File: src/rtl/mult_pkg.sv
// Shared constants, types and helpers for the multiplier datapath and the
// frame accumulator that consumes its result stream.
//   MULT_N / MULT_M : default multiplicand / multiplier widths
//   ACC_K           : default products per accumulated frame
//   acc_width()     : accumulator width that holds K full-scale products
//   hold_state_e    : state of the accumulator's output register
package mult_pkg;

    localparam int MULT_N = 8;
    localparam int MULT_M = 4;
    localparam int ACC_K  = 4;

    // K products of (2^n-1)*(2^m-1) fit in n+m+clog2(k) bits without wrap.
    function automatic int acc_width(input int n, input int m, input int k);
        return n + m + $clog2(k);
    endfunction

    typedef enum logic {
        HOLD_EMPTY = 1'b0,
        HOLD_FULL  = 1'b1
    } hold_state_e;

endpackage

File: src/rtl/mult_acc_hold.sv
// Output register of the frame accumulator.
// Holds one completed frame (sum + length) until the consumer acknowledges
// it. A completion that arrives while a frame is held and not being acked is
// dropped and recorded in the sticky overrun flag.
//
// Ports:
//   clk, rst         : clock, synchronous active-high reset
//   load             : a frame completes this cycle
//   load_sum/len     : value and product count of the completing frame
//   sum_ack          : consumer takes the held frame this cycle
//   sum, frame_len   : held frame
//   state            : EMPTY/FULL; FULL is the valid indication
//   overrun          : sticky, a completed frame was dropped
//
// Handshake: the frame is offered while state is FULL and is consumed on
// any cycle where FULL and sum_ack are both high; sum_ack while EMPTY has no
// effect. There is no back-pressure toward the producer.
module mult_acc_hold
    import mult_pkg::*;
#(
    parameter int AW = 14,
    parameter int LW = 3
) (
    input  logic          clk,
    input  logic          rst,
    input  logic          load,
    input  logic [AW-1:0] load_sum,
    input  logic [LW-1:0] load_len,
    input  logic          sum_ack,
    output logic [AW-1:0] sum,
    output logic [LW-1:0] frame_len,
    output hold_state_e   state,
    output logic          overrun
);

    always_ff @(posedge clk) begin
        if (rst) begin
            state     <= HOLD_EMPTY;
            sum       <= '0;
            frame_len <= '0;
            overrun   <= 1'b0;
        end else begin
            case (state)
                HOLD_EMPTY: begin
                    if (load) begin
                        sum       <= load_sum;
                        frame_len <= load_len;
                        state     <= HOLD_FULL;
                    end
                end
                HOLD_FULL: begin
                    if (sum_ack) begin
                        if (load) begin
                            // back-to-back: replace the acked frame directly
                            sum       <= load_sum;
                            frame_len <= load_len;
                        end else begin
                            // held values stay visible after the ack
                            state <= HOLD_EMPTY;
                        end
                    end else if (load) begin
                        overrun <= 1'b1;
                    end
                end
                default: state <= HOLD_EMPTY;
            endcase
        end
    end

endmodule

File: src/rtl/mult_acc.sv
// Frame accumulator downstream of the pipelined multiplier.
// Sums frames of K products from the res_rdy/res stream; a frame also closes
// early on flush. Completed frames are handed to mult_acc_hold.
//
// Ports:
//   clk, rst   : clock, synchronous active-high reset
//   res_rdy    : product valid (one per clock max, cannot be stalled)
//   res        : product, N+M bits
//   flush      : close the current partial frame (includes a same-cycle product)
//   sum        : completed frame sum, AW bits
//   sum_vld    : sum/frame_len valid, held until sum_ack
//   sum_ack    : consumer accepts the held frame
//   frame_len  : number of products in sum, 1..K
//   overrun    : sticky, a completed frame was dropped
module mult_acc
    import mult_pkg::*;
#(
    parameter int N  = MULT_N,
    parameter int M  = MULT_M,
    parameter int K  = ACC_K,
    parameter int AW = acc_width(N, M, K),
    parameter int LW = $clog2(K + 1)
) (
    input  logic          clk,
    input  logic          rst,
    input  logic          res_rdy,
    input  logic [N+M-1:0] res,
    input  logic          flush,
    output logic [AW-1:0] sum,
    output logic          sum_vld,
    input  logic          sum_ack,
    output logic [LW-1:0] frame_len,
    output logic          overrun
);

    localparam logic [LW-1:0] CNT_LAST = LW'(K - 1);

    logic [AW-1:0] acc;
    logic [LW-1:0] cnt;
    logic [AW-1:0] res_ext;
    logic [AW-1:0] acc_next;
    logic          complete;
    logic [AW-1:0] comp_sum;
    logic [LW-1:0] comp_len;
    hold_state_e   hold_state;

    assign res_ext = {{(AW - N - M){1'b0}}, res};

    // cnt==0 marks the first product of a frame: acc still holds the previous
    // frame and must be replaced, not added to.
    assign acc_next = (cnt == '0) ? res_ext : acc + res_ext;

    assign complete = (res_rdy && (cnt == CNT_LAST)) ||
                      (flush && ((cnt != '0) || res_rdy));

    assign comp_sum = res_rdy ? acc_next : acc;
    assign comp_len = cnt + {{(LW - 1){1'b0}}, res_rdy};

    always_ff @(posedge clk) begin
        if (rst) begin
            acc <= '0;
            cnt <= '0;
        end else begin
            if (res_rdy) begin
                acc <= acc_next;
            end
            if (complete) begin
                cnt <= '0;
            end else if (res_rdy) begin
                cnt <= cnt + 1'b1;
            end
        end
    end

    mult_acc_hold #(
        .AW (AW),
        .LW (LW)
    ) u_hold (
        .clk       (clk),
        .rst       (rst),
        .load      (complete),
        .load_sum  (comp_sum),
        .load_len  (comp_len),
        .sum_ack   (sum_ack),
        .sum       (sum),
        .frame_len (frame_len),
        .state     (hold_state),
        .overrun   (overrun)
    );

    assign sum_vld = (hold_state == HOLD_FULL);

endmodule
File: config.mk
export PLATFORM = sky130hd
export DESIGN_NAME = mult_acc
export DESIGN_NICKNAME = d
export VERILOG_FILES = /design/src/rtl/mult_pkg.sv /design/src/rtl/mult_acc_hold.sv /design/src/rtl/mult_acc.sv
export SDC_FILE = /design/constraint.sdc
export NUM_CORES = 1
export LEC_CHECK = 0
export ABC_AREA = 1
export CAP_MARGIN = 25
export CORE_MARGIN = 1.5
export CORE_UTILIZATION = 30
export CTS_BUF_LIST = sky130_fd_sc_hd__clkbuf_8
export DETAILED_ROUTE_END_ITERATION = 6
export GPL_TIMING_DRIVEN = 0
export HOLD_SLACK_MARGIN = 0.05
export PLACE_DENSITY_LB_ADDON = 0.05
export SYNTH_ARGS = -nofsm -noshare
export SYNTH_HDL_FRONTEND = slang
export SYNTH_HIERARCHICAL = 1
export SYNTH_SLANG_ARGS = --single-unit
File: constraint.sdc
create_clock -name clk -period 1.9 [get_ports clk]
set_input_delay 0.38 -clock clk [delete_from_list [all_inputs] [get_ports clk]]
set_output_delay 0.38 -clock clk [all_outputs]
set_load 0.005 [all_outputs]
==> flow_summary.ini <==
[yosys]
synth_cell_types = 35
yosysTopAreaCell = dfxtp_1
netlist_area_um2 = 2490
syn_nets = 411
synth.area.top_cells = dfxtp_1 29%, nand2_1 15%, inv_1 8.6%, ha_1 8.6%, a21oi_1 7.0%
avgSynthCellArea_um2 = 6.62
synth_seq_cells = 36
yosysWarningCount = 6
ys_seq_area_share_pct = 29.0
netlist.area_leader.share_pct = 29.0
postSynthCellCount = 376

[setup_path]
crit_path_max_incr_delay_ns = 0.36
worstSetupPathType = register to register
cpMostUsedCell = inv_2
start_kind = register
crit_path_top_delay_cell = fa_2
path_max_fanout = 3
arrival_ns = 2.11
cp_cell_sequence = ha_4, fa_2, inv_2, nor2_2, nor2_4, inv_2, nand2_2, nand2_4, nand2_2, nand2_2, nand2_1, nand2_1, nand3_2, inv_2, inv_2, nand3_2, nand2_1, nor2_2
end_kind = register
critPathRequiredTime_ns = 2.09

[die]
fp.dieH_um = 94.1
rows = 33
core_um2 = 8130
initial_core_util_pct = 30.6
die_area_um2 = 8850
io_pins = 36
fp.dieW_um = 94.1

[cells_and_area]
layout-drive-gt1-share_pct = 20.9
antenna_cells = 0
fillCellCount = 885
finalNetCount = 464
area_growth_pct = 35.0

[power]
ir_drop_mv = 0.282
leakage_nw = 1.61
p_per_area_nw_per_um2 = 696

[flow_run]
drv_cap = 0

[drt]
finalWirelength_um = 6750
routedWlPerCell_um = 12.6
first_pass_iters = 4
ant_nets = 0
post_drt_via_cell_ratio = 4.54
vias = 2429
drc_errors = 0
drtIter0Drc = 80

[outcome]
violations = negative setup slack
status = finished, violations left

[cts]
cts_tree = done
cts_buffer_depth = 2
cts_root_buffer = clkbuf_8
cts_inserted_buffers = 5
cts.clk_slew.worst_paths_ns = 0.08
hold_buffers = 0
insertion_delay_ns = 0.29
ctsHtreeMaxLevel = 2
cts_sinks = 36

[grt]
grt.total_usage_pct = 16.5
antenna_found_initial = 0
grt_pass1_wl_um = 11200
grt_pass1_vias = 2302
grt_max_degree = 13
gr-total-overflow = 0

[timing]
fin_skew_ns = 0.00938
fin_crit_ns = 1.92
fin_crit_sh_pct = 101
maxSlewHeadroom_pct = 72.9
max_freq_mhz = 521
maxSlewViolCount = 0
fin_ws_ns = -0.0200
rsz0062_at_grt = yes
timing_hold_violations_final = 0
holdWs_ns = 0.458
worst_pin_slew_ns = 0.407
setup_viol = 3

[placement]
pre_cts_slack_ns = -0.774
io_buffers = 35
hpwlAfterDp_um = 5150
gp_congestion = 0.810

[hold_path]
hold_path.class = register to register
## final cells by class
| cell class | instances | area [µm²] | area share [%] |
|---|---|---|---|
| Clock buffer | 5 | 68.8 | 2.05 |
| Multi-Input combinational cell | 266 | 1630 | 48.5 |
| Sequential cell | 36 | 723 | 21.5 |
| Clock inverter | 3 | 42.5 | 1.27 |
| Tap cell | 105 | 131 | 3.91 |
| Buffer | 11 | 109 | 3.24 |
| Inverter | 63 | 236 | 7.04 |
| Timing Repair Buffer | 46 | 419 | 12.5 |
## report_power, final
group / switching [mW] / internal [mW]
combinational: 0.409 / 0.369
clock: 0.301 / 0.389
sequential: 0.0480 / 0.821
## worst paths after layout
| kind | endpoint | cells past startpoint | slack (ns) | from |
|---|---|---|---|---|
| max | u_hold/sum[12] | 18 | -0.02 | acc[0] |
| min | u_hold/overrun | 2 | 0.46 | u_hold/overrun |
| max reg2reg | u_hold/sum[12] | 18 | -0.02 | acc[0] |
| min reg2reg | u_hold/overrun | 2 | 0.46 | u_hold/overrun |
## stage by stage
step | TNS, ns | total power [mW] | utilization, % | instance area, µm² | instances
after CTS | -0.166 | 2.33 | 40.1 | 3260 | 529
after detailed placement | -12.38 | 1.56 | 36.7 | 2980 | 516
final | -0.0381 | 2.34 | 41.3 | 3360 | 535
after global placement | -12.08 | 1.56 | 36.7 | 2980 | 516
after floorplan | -0.0257 | 1.32 | - | 2500 | 376
after global routing | -0.883 | 2.51 | 41.3 | 3360 | 535
## metal layers
metal | global-route usage (%) | up-vias | part of all wire [%]
li1 | - | 1288 | -
met1 | 21.3 | 1110 | 48
met2 | 28.4 | 27 | 49
met3 | 2.51 | 4 | 2.3
met4 | 4.10 | 0 | 0.68
met5 | 0 | - | 0
## logic make-up (layout without fill, tap and decap cells)
| kind of cell | after synthesis | after routing | synth area share (%) |
|---|---|---|---|
| AOI/OAI and AO/OA | 50 | 50 | 11.2 |
| buffers and inverters | 74 | 128 | 13.9 |
| DFF | 36 | 36 | 29.0 |
| adders and majority gates | 18 | 18 | 9.36 |
| xor gates and xnor gates | 3 | 3 | 1.06 |
| and+or+nand+nor | 195 | 195 | 35.6 |
## registers in the layout (all words and copies together) (netlist names)
register	flops
cnt	3
u_hold/frame_len	3
u_hold/overrun	1
u_hold/sum	14
acc	14
u_hold/state	1
## worst max-delay path, delay by kind of cell (launching register included)
family | cells | cell delay, ns
DFF | 1 | 0.34
and+or+nand+nor | 12 | 0.74
adders and majority gates | 2 | 0.52
buffers and inverters | 4 | 0.19
## synthesized netlist by cell type
library cell	count
nand2_1	102
inv_1	57
dfxtp_1	36
a21oi_1	35
nand3_1	35
nor2_1	32
ha_1	17
buf_6	6
inv_2	6
nand2_2	6
nand3_2	4
nor2_2	4
a22o_1	3
buf_4	3
o21ai_0	3
o21ai_1	3
a31oi_1	2
nand2_4	2
nand4_1	2
or2_0	2
xor2_1	2
a21o_1	1
a21oi_2	1
and2_1	1
buf_2	1
clkbuf_8	1
fa_1	1
nand3b_1	1
nor2_4	1
nor2_8	1
nor3_1	1
o221ai_1	1
o22a_1	1
or2_2	1
xnor2_1	1
## timing repair
action,in CTS,in global routing
pin swaps,3,10
setup buffers,5,6
endpoints found under the setup margin,18,11
gates resized for setup,29,21
## layout by cell type (no fill, tap or decap), types with 3 or more instances in the layout
cell	n
a21oi_1	31
a21oi_2	5
a22o_1	3
buf_4	14
buf_6	6
clkbuf_8	6
clkdlybuf4s50_1	22
dfxtp_1	34
dlygate4sd2_1	9
ha_1	6
ha_4	11
inv_1	53
inv_2	10
nand2_1	98
nand2_2	9
nand2_4	3
nand3_1	32
nand3_2	7
nor2_1	31
nor2_2	4
Note: power is estimated with default switching activity, not from simulation.
